$ cat src/rtl/gray_conv_arbiter_if.sv
// gray_conv_arbiter_if: request/result bus between requesters, the shared Gray converter and its consumer.
interface gray_conv_arbiter_if #(
  parameter int WIDTH = 4,
  parameter int NREQ  = 4,
  parameter int TAGW  = 2,
  parameter int CNTW  = 16
);
  logic [NREQ-1:0]       req_valid;
  logic [NREQ*WIDTH-1:0] req_data;
  logic [NREQ-1:0]       req_mode;
  logic [NREQ-1:0]       req_ready;
  logic                  out_valid;
  logic                  out_ready;
  logic [WIDTH-1:0]      out_data;
  logic [TAGW-1:0]       out_tag;
  logic                  out_mode;
  logic [CNTW-1:0]       conv_count;
  logic                  busy;
  modport master (
    output req_valid, req_data, req_mode, out_ready,
    input  req_ready, out_valid, out_data, out_tag, out_mode, conv_count, busy
  );
  modport slave (
    input  req_valid, req_data, req_mode, out_ready,
    output req_ready, out_valid, out_data, out_tag, out_mode, conv_count, busy
  );
endinterface

$ cat src/rtl/gray_conv_arbiter.sv
// gray_conv_arbiter: round-robin shared bin<->Gray converter with one registered, tagged result stage.
module gray_conv_arbiter #(
  parameter int WIDTH = 4,
  parameter int NREQ  = 4,
  parameter int TAGW  = 2,
  parameter int CNTW  = 16
) (
  input logic clk,
  input logic rst,
  gray_conv_arbiter_if.slave bus
);
  logic [TAGW-1:0]  rr_ptr, win;
  logic             found, can_accept, grant;
  logic             out_valid, out_mode;
  logic [WIDTH-1:0] out_data;
  logic [TAGW-1:0]  out_tag;
  logic [CNTW-1:0]  conv_count;

  function automatic logic [WIDTH-1:0] conv(input logic [WIDTH-1:0] d, input logic m);
    logic [WIDTH-1:0] b;
    b[WIDTH-1] = d[WIDTH-1];
    for (int k = WIDTH-2; k >= 0; k--) b[k] = b[k+1] ^ d[k];
    return m ? b : d ^ (d >> 1);
  endfunction

  // Scan from the farthest offset down so the nearest valid requester to rr_ptr wins.
  always_comb begin
    win = '0;
    found = 1'b0;
    for (int k = NREQ-1; k >= 0; k--)
      if (bus.req_valid[rr_ptr + TAGW'(k)]) begin
        win = rr_ptr + TAGW'(k);
        found = 1'b1;
      end
  end

  assign can_accept    = !out_valid || bus.out_ready;
  assign grant         = found && can_accept && !rst;
  assign bus.req_ready = grant ? NREQ'(1) << win : '0;

  always_ff @(posedge clk or posedge rst) begin
    if (rst) begin
      out_valid  <= 1'b0;
      out_data   <= '0;
      out_tag    <= '0;
      out_mode   <= 1'b0;
      conv_count <= '0;
      rr_ptr     <= '0;
    end else begin
      if (grant) begin
        out_data  <= conv(bus.req_data[win*WIDTH +: WIDTH], bus.req_mode[win]);
        out_tag   <= win;
        out_mode  <= bus.req_mode[win];
        out_valid <= 1'b1;
        rr_ptr    <= win + TAGW'(1);
      end else if (bus.out_ready) out_valid <= 1'b0;
      if (out_valid && bus.out_ready) conv_count <= conv_count + 1'b1;
    end
  end

  assign bus.out_valid  = out_valid;
  assign bus.out_data   = out_data;
  assign bus.out_tag    = out_tag;
  assign bus.out_mode   = out_mode;
  assign bus.conv_count = conv_count;
  assign bus.busy       = out_valid || |bus.req_valid;
endmodule

$ cat src/flat_wrapper.sv
// flat-port wrapper written by rule: the top's interface ports become plain ports
module gray_conv_arbiter_flat 
#(
  parameter int WIDTH = 4,
  parameter int NREQ  = 4,
  parameter int TAGW  = 2,
  parameter int CNTW  = 16
)
  (clk, rst, bus_req_valid, bus_req_data, bus_req_mode, bus_out_ready, bus_req_ready, bus_out_valid, bus_out_data, bus_out_tag, bus_out_mode, bus_conv_count, bus_busy);
  gray_conv_arbiter_if #(.WIDTH(WIDTH), .NREQ(NREQ), .TAGW(TAGW), .CNTW(CNTW)) bus_i ();
  input logic clk;
  input logic rst;
  input wire logic [$bits(bus_i.req_valid)-1:0] bus_req_valid;
  input wire logic [$bits(bus_i.req_data)-1:0] bus_req_data;
  input wire logic [$bits(bus_i.req_mode)-1:0] bus_req_mode;
  input wire logic [$bits(bus_i.out_ready)-1:0] bus_out_ready;
  output wire logic [$bits(bus_i.req_ready)-1:0] bus_req_ready;
  output wire logic [$bits(bus_i.out_valid)-1:0] bus_out_valid;
  output wire logic [$bits(bus_i.out_data)-1:0] bus_out_data;
  output wire logic [$bits(bus_i.out_tag)-1:0] bus_out_tag;
  output wire logic [$bits(bus_i.out_mode)-1:0] bus_out_mode;
  output wire logic [$bits(bus_i.conv_count)-1:0] bus_conv_count;
  output wire logic [$bits(bus_i.busy)-1:0] bus_busy;
  assign bus_i.req_valid = bus_req_valid;
  assign bus_i.req_data = bus_req_data;
  assign bus_i.req_mode = bus_req_mode;
  assign bus_i.out_ready = bus_out_ready;
  assign bus_req_ready = bus_i.req_ready;
  assign bus_out_valid = bus_i.out_valid;
  assign bus_out_data = bus_i.out_data;
  assign bus_out_tag = bus_i.out_tag;
  assign bus_out_mode = bus_i.out_mode;
  assign bus_conv_count = bus_i.conv_count;
  assign bus_busy = bus_i.busy;
  gray_conv_arbiter #(.WIDTH(WIDTH), .NREQ(NREQ), .TAGW(TAGW), .CNTW(CNTW)) u_core (.clk(clk), .rst(rst), .bus(bus_i));
endmodule
$ cat config.mk
export PLATFORM = sky130hd
export DESIGN_NAME = gray_conv_arbiter_flat
export DESIGN_NICKNAME = d
export VERILOG_FILES = /design/src/rtl/gray_conv_arbiter_if.sv /design/src/rtl/gray_conv_arbiter.sv /design/src/flat_wrapper.sv
export SDC_FILE = /design/constraint.sdc
export NUM_CORES = 1
export LEC_CHECK = 0
export BUFFER_PORTS_ARGS = -buffer_cell sky130_fd_sc_hd__buf_2
export CORE_UTILIZATION = 40
export CTS_BUF_LIST = sky130_fd_sc_hd__clkbuf_2 sky130_fd_sc_hd__clkbuf_4 sky130_fd_sc_hd__clkbuf_8
export DETAILED_ROUTE_END_ITERATION = 10
export GPL_TIMING_DRIVEN = 0
export PLACE_DENSITY = 0.7
export REMOVE_ABC_BUFFERS = 1
export SKIP_LAST_GASP = 1
export SYNTH_ARGS = -nofsm -noshare
export SYNTH_HDL_FRONTEND = slang
export SYNTH_SLANG_ARGS = --single-unit
$ cat constraint.sdc
create_clock -name clk -period 3.7 [get_ports clk]
set_input_delay 0.37 -clock clk [delete_from_list [all_inputs] [get_ports clk]]
set_output_delay 0.37 -clock clk [all_outputs]
set_load 0.01 [all_outputs]
==> results of run 1 <==
==> layout by cell type, fill, tap and decap left out, drive strengths merged, types with 2 or more instances in the layout <==
master and count:
and2 2, and2b 2, and3 5, and4 2, buf 55, clkbuf 3
dfrtp 26, ha 5, inv 3, mux2 4, mux2i 12, nand2 17
nand2b 2, nand3 9, nor2 11, nor2b 2, o21ai 8, xnor2 13
xor2 6
==> synth_stat cells <==
master and number:
mux2_4 1, clkbuf_1 1, or2_2 1, mux2_2 3
dfrtp_1 26, a21oi_1 1, o21ai_1 1, inv_1 3
o221a_1 1, nand2b_1 2, or4_1 1, mux2i_1 12
a211oi_1 1, o21ai_0 7, buf_12 1, buf_6 1
and3_1 5, nor2b_4 1, nand2_1 17, xor2_1 6
nor2b_1 1, and2_1 2, nor4_1 1, nand4_1 1
and4_1 2, nor2_2 1, nor2_1 10, xnor2_1 13
and2b_1 2, o211ai_1 1, nand3_1 9, ha_1 5
==> sequential cells by signal (all words and copies together) (netlist names) <==
signal	flops
u_core.bus.out_tag	2
u_core.bus.out_data	4
u_core.bus.conv_count	16
u_core.bus.out_mode	1
u_core.bus.out_valid	1
u_core.rr_ptr	2
==> final cells by class <==
| class | count | area (sq um) | area share |
|---|---|---|---|
| flip-flops and latches | 26 | 651 | 0.367 |
| clock buffers | 3 | 22.5 | 0.0127 |
| well taps | 46 | 57.6 | 0.0324 |
| multi-input cells | 108 | 757 | 0.427 |
| inverters | 3 | 11.3 | 0.00635 |
| repair buffers | 55 | 275 | 0.155 |
==> cells by family after synthesis <==
logic type               share of synthesized area
AND/OR/NAND/NOR                              0.198
flip-flops                                   0.448
XOR/XNOR                                     0.114
multiplexers                                 0.116
AO/OA/AOI/OAI                               0.0490
buffers and inverters                       0.0318
adder cells (fa/ha/maj)                     0.0430
==> worst max-delay path, cell delays in order (launching register included) <==
cell and delay, ns:
dfrtp_1 0.38, and2b_1 0.19, o21ai_1 0.13, o221a_1 0.66, inv_1 0.17, ha_1 0.22
and3_1 0.15, buf_2 0.13
==> path summary, 6_finish.rpt <==
check	startpoint	end	slack, ns	cells after the start
max	u_core.rr_ptr[0]	bus_req_ready[0]	0.99	7
min reg2reg	u_core.bus.conv_count[15]	u_core.bus.conv_count[15]	0.48	1
max reg2reg	u_core.rr_ptr[0]	u_core.bus.out_data[0]	1.10	8
min in group asynchronous	rst	u_core.bus.out_data[3]	0.28	2
min	rst	u_core.bus.out_valid	0.27	2
max in group asynchronous	rst	u_core.bus.conv_count[5]	2.85	2
==> power by group through the flow <==
| stage | Clock [mW] | Sequential [mW] | Combinational, mW |
|---|---|---|---|
| 2_1_floorplan | 0 | 0.454 | 0.252 |
| 3_3_place_gp | 0 | 0.430 | 0.406 |
| 3_5_place_dp | 0 | 0.432 | 0.416 |
| 4_1_cts | 0.120 | 0.426 | 0.416 |
| 5_1_grt | 0.137 | 0.440 | 0.467 |
| 6_report | 0.116 | 0.425 | 0.408 |
==> stage by stage <==
| step | std cells | setup WS, ns | total power, mW | utilization |
|---|---|---|---|---|
| finish | 241 | 0.990 | 0.949 | 0.519 |
| floorplan | 137 | 1.32 | 0.706 | - |
| global route | 241 | 0.761 | 1.04 | 0.519 |
| CTS | 241 | 0.973 | 0.963 | 0.519 |
| global placement | 238 | 1.02 | 0.836 | 0.513 |
| detailed placement | 238 | 0.999 | 0.848 | 0.513 |
==> routing by layer <==
layer | wire [um] | vias to the layer above | global-route usage | share of wire
met5 | 0 | - | 0 | 0
met4 | 16 | 0 | 0.0523 | 0.0058
met3 | 167 | 2 | 0.0460 | 0.060
met2 | 1450 | 39 | 0.295 | 0.52
met1 | 1140 | 553 | 0.182 | 0.41
li1 | - | 592 | - | -
==> run metrics, run 1 <==
HP Class=in -> reg; input/output buffers=55; worst endpoint required time=3.33 ns; drt pass-1 iters=3; post-CTS sizing=0; Vias/cell=4.92; grt total ovfl=0; setup bufs post-CTS=0; Slew Limit Fails=0; power share of the clock group=0.122; Startpoint Class=flop; # fillers=about 340; fmax=0.369 GHz; die area=between 0.003 and 0.004 sq mm; total wire length=around 2800 um; Hold WS=0.268 ns; DR vias=1,186; Starting Density=0.426; Setup TNS Final=0 ns; worst path arrival time=2.34 ns; status=complete, no violations; Tcrit/Tclk final=0.732; Hold Buf Count CTS=0; Syn Std Cell Area=0.00145 sq mm; Iter 0 DRT Violations=29; pin count of the biggest net entering global routing=27; Reg clk slew, reported paths=between 0.1 and 0.15 ns; CTS tree=done; Sw Ratio=0.376; CTS buffer count=3; P_int=0.592 mW; GR Util All Layers=0.163; drt wl/cell=11.5 um; max cap viols=0; sequential fraction of design power=0.448; top post-synthesis cells by area=dfrtp_1, mux2i_1, xnor2_1; clock sinks=26; Synth area leader=dfrtp_1; Gate Count Post-Synth=140; Nets=229; Unique masters post-synth=32; Peak VDD IR=0.196 mV; H-tree depth=1; CTS max path bufs=2; Root Driver=clkbuf_4; vias in the first global route=1,168; layout cell share with drive strength beyond 1=0.333; Antenna Nets Post-Route=0; min cycle time layout=2.71 ns; initial antenna violation count=0; sequential area share after synthesis=0.448; Max-slew headroom=0.364; Combinational Power Share=0.429; P&R area growth vs syn=22.0%; clk_skew=0.00239 ns; Pleak=0.949 nW; first-pass GRT wire length=between 5000 and 6000 um; Die W=62.3 um; yosys warns=0; Die Ht=62.3 um; endpoints failing setup=0; DP Area=about 0.0018 sq mm; Placer Congestion=~0.73; switching pwr=0.357 mW; hpwl dp=2220 um; I/O pins=56; register bit total from synthesis=26; Residual DRC=0; num rows=21; design area=approximately 0.0018 sq mm; Core Footprint=0.00342 sq mm; Fin. Hold Viols=0; worst-path maximum fanout=14; RSZ-0062 raised after global routing=no; mean area per synthesized cell=around 10 sq um; clk_lat worst skew=0.31 ns; Power Density=535 mW/mm^2; WS Path Type=reg -> out; Slew @ Worst Pin=0.954 ns; diode count=0; CP Capture Type=output port; Yosys top cell area share=0.448
No activity file was read; power rests on OpenSTA's default activity.
==> inputs of run 2 (changes only) <==
- ABC_AREA: default -> 1
- PLACE_DENSITY: 0.7 -> 0.68
- clock period: 3.7 -> 2.5 ns (I/O delays scaled with it)
==> run 2 against run 1 <==
Effect of this change:
- area after synthesis increased by 20%
- final cell count increased by 49%
- largest power group is now combinational logic
- critical path type unchanged
- sequential power increased by 52%
==> run metrics, run 2 <==
Die Ht=67.9 um; Startpoint Class=flop; Vias/cell=4.59; max FFs per register=16; I/O pins=56; PnR worst setup slack=0.108 ns; first-pass GRT wire length=5640 um; Reg clk slew, reported paths=0.09 ns; register bit total from synthesis=26; grt total ovfl=0; Residual DRC=0; total power=roughly 3.2 mW; Syn Std Cell Area=0.00174 sq mm; Power Density=between 1000 and 1500 mW/mm^2; endpoints failing setup=0; fmax=0.418 GHz; CTS max path bufs=2; worst path arrival time=2.14 ns; Gate Count Post-Synth=238; min cycle time layout=2.39 ns; sequential area share after synthesis=0.374; Iter 0 DRT Violations=63; clock sinks=26; clk_lat worst skew=0.26 ns; Yosys top cell area share=0.374; input/output buffers=55; most frequent cells in the layout=nand2_1, buf_2, inv_1, nand3_1, dfrtp_1; Unique masters post-synth=26; CTS buffer count=3; Nets=342; dpl ws=-0.186 ns; DR vias=1,649; Largest regs=u_core.bus.conv_count x16, u_core.bus.out_data x4; largest reg by FF count=u_core.bus.conv_count; diode count=0; Antenna Nets Post-Route=0; vias in the first global route=1,337; CTS tree=done; die area=0.00462 sq mm; RSZ-0062 raised after global routing=no; hpwl dp=2650 um; FFs w/ async S/R, synth=1.00; initial antenna violation count=0; most instantiated cells after synthesis=nand2_1, inv_1, nand3_1; design area=0.00227 sq mm; num rows=23; layout cell share with drive strength beyond 1=0.320; Starting Density=0.426; max cap viols=0; Peak VDD IR=0.767 mV; H-tree depth=1; Fin. Hold Viols=0; P&R area growth vs syn=30.7%; flop2flop setup slack=around 0.22 ns; CP Capture Type=output port; pin count of the biggest net entering global routing=27; HP Class=in -> async; leading cell type in the layout, fill and taps excluded=nand2_1; drt pass-1 iters=4; status=complete, no violations; multi-input combinational cell area=967 sq um; cell with the most instances after synthesis=nand2_1; Slew @ Worst Pin=slightly below 1 ns; Pleak=1.33 nW; yosys warns=0; drt wl/cell=10.2 um; mean area per synthesized cell=approximately 7.3 sq um; Tcrit/Tclk final=0.957; WS Path Type=reg -> out; Placer Congestion=0.797; clk_skew=0.000902 ns; Core Footprint=0.00409 sq mm; worst-path maximum fanout=8; # fillers=403; Max-slew headroom=0.357; Root Driver=clkbuf_8; worst endpoint required time=2.25 ns; register area=652 sq um; GR Util All Layers=0.156; top post-synthesis cells by area=dfrtp_1, nand2_1, nand3_1; Main synth FF type=dfrtp_1; Synth area leader=dfrtp_1; Slew Limit Fails=0; Hold Buf Count CTS=0; DP Area=about 0.002 sq mm; Die W=67.9 um; Post-synth EDFFs=0; total wire length=3660 um
run 2: cell count changes in the layout (fill, tap and decap cells not counted), moves of 5 or more:
cell / before / now
xnor2_1: 13 / 5
inv_1: 3 / 31
and3_1: 5 / 0
nor2_1: 10 / 18
mux2i_1: 12 / 0
nand2_2: 0 / 7
nand3_1: 9 / 31
nand2_1: 17 / 67
buf_4: 0 / 15
run 2: cell type report:
class	instances	share of cell area
Multi-Input combinational cell	172	0.425
Timing Repair inverter	1	0.00220
Tap cell	50	0.0275
Inverter	35	0.0611
Sequential cell	26	0.287
Timing Repair Buffer	71	0.173
Clock buffer	4	0.0242
run 2: power breakdown:
group / total (mW) / leakage, nW / internal, mW / switching [mW]
Sequential: 0.645 / 0.331 / 0.538 / 0.106
Clock: 0.268 / 0.0288 / 0.141 / 0.127
Combinational: 2.25 / 0.966 / 0.956 / 1.30
run 2: cell families after synthesis:
kind of cell / share of synthesized area
AND/OR/NAND/NOR: 0.371
AO/OA/AOI/OAI: 0.0396
buffers and inverters: 0.0993
adder cells (fa/ha/maj): 0.0360
flip-flops: 0.374
XOR/XNOR: 0.0806
run 2: per-stage QoR:
stage,hold WS [ns],TNS (ns),util,instances
global route,0.219,0,0.556,359
floorplan,0.290,0,-,233
detailed placement,0.466,-0.463,0.498,338
CTS,0.202,0,0.516,342
global placement,0.460,-0.350,0.498,338
finish,0.203,0,0.556,359
run 2: path summary, 6_finish.rpt:
check / from / end / cells past startpoint
hold / removal: rst / u_core.bus.conv_count[1] / 2
hold reg to reg: u_core.bus.conv_count[15] / u_core.bus.conv_count[15] / 1
min in group clk: bus_out_ready / u_core.bus.out_valid / 2
setup / recovery: u_core.rr_ptr[0] / bus_req_ready[1] / 12
setup reg to reg: u_core.rr_ptr[0] / u_core.bus.out_data[0] / 17
max in group asynchronous: rst / u_core.rr_ptr[0] / 2
run 2: timing repair:
action                                  in CTS  in global routing
endpoints found under the setup margin       6                  5
setup buffers                                0                 16
cloned                                       0                  1
pin swaps                                    0                  2
gates resized for setup                      4                  9
run 2: layer usage:
metal	up-vias	track usage	share of wire
met5	-	0	0
met4	0	0.0521	0.0033
met3	2	0.0283	0.046
met2	40	0.256	0.45
met1	719	0.204	0.50
li1	888	-	-
run 2: critical path, cell delays in order, from the launching register on:
cell	delay (ns)
dfrtp_2	0.44
buf_2	0.18
o21ai_4	0.18
nand2_1	0.10
nand2_1	0.08
inv_1	0.04
nand3_1	0.11
nand3_4	0.16
buf_4	0.18
ha_1	0.18
inv_1	0.05
nor2_1	0.04
buf_2	0.14
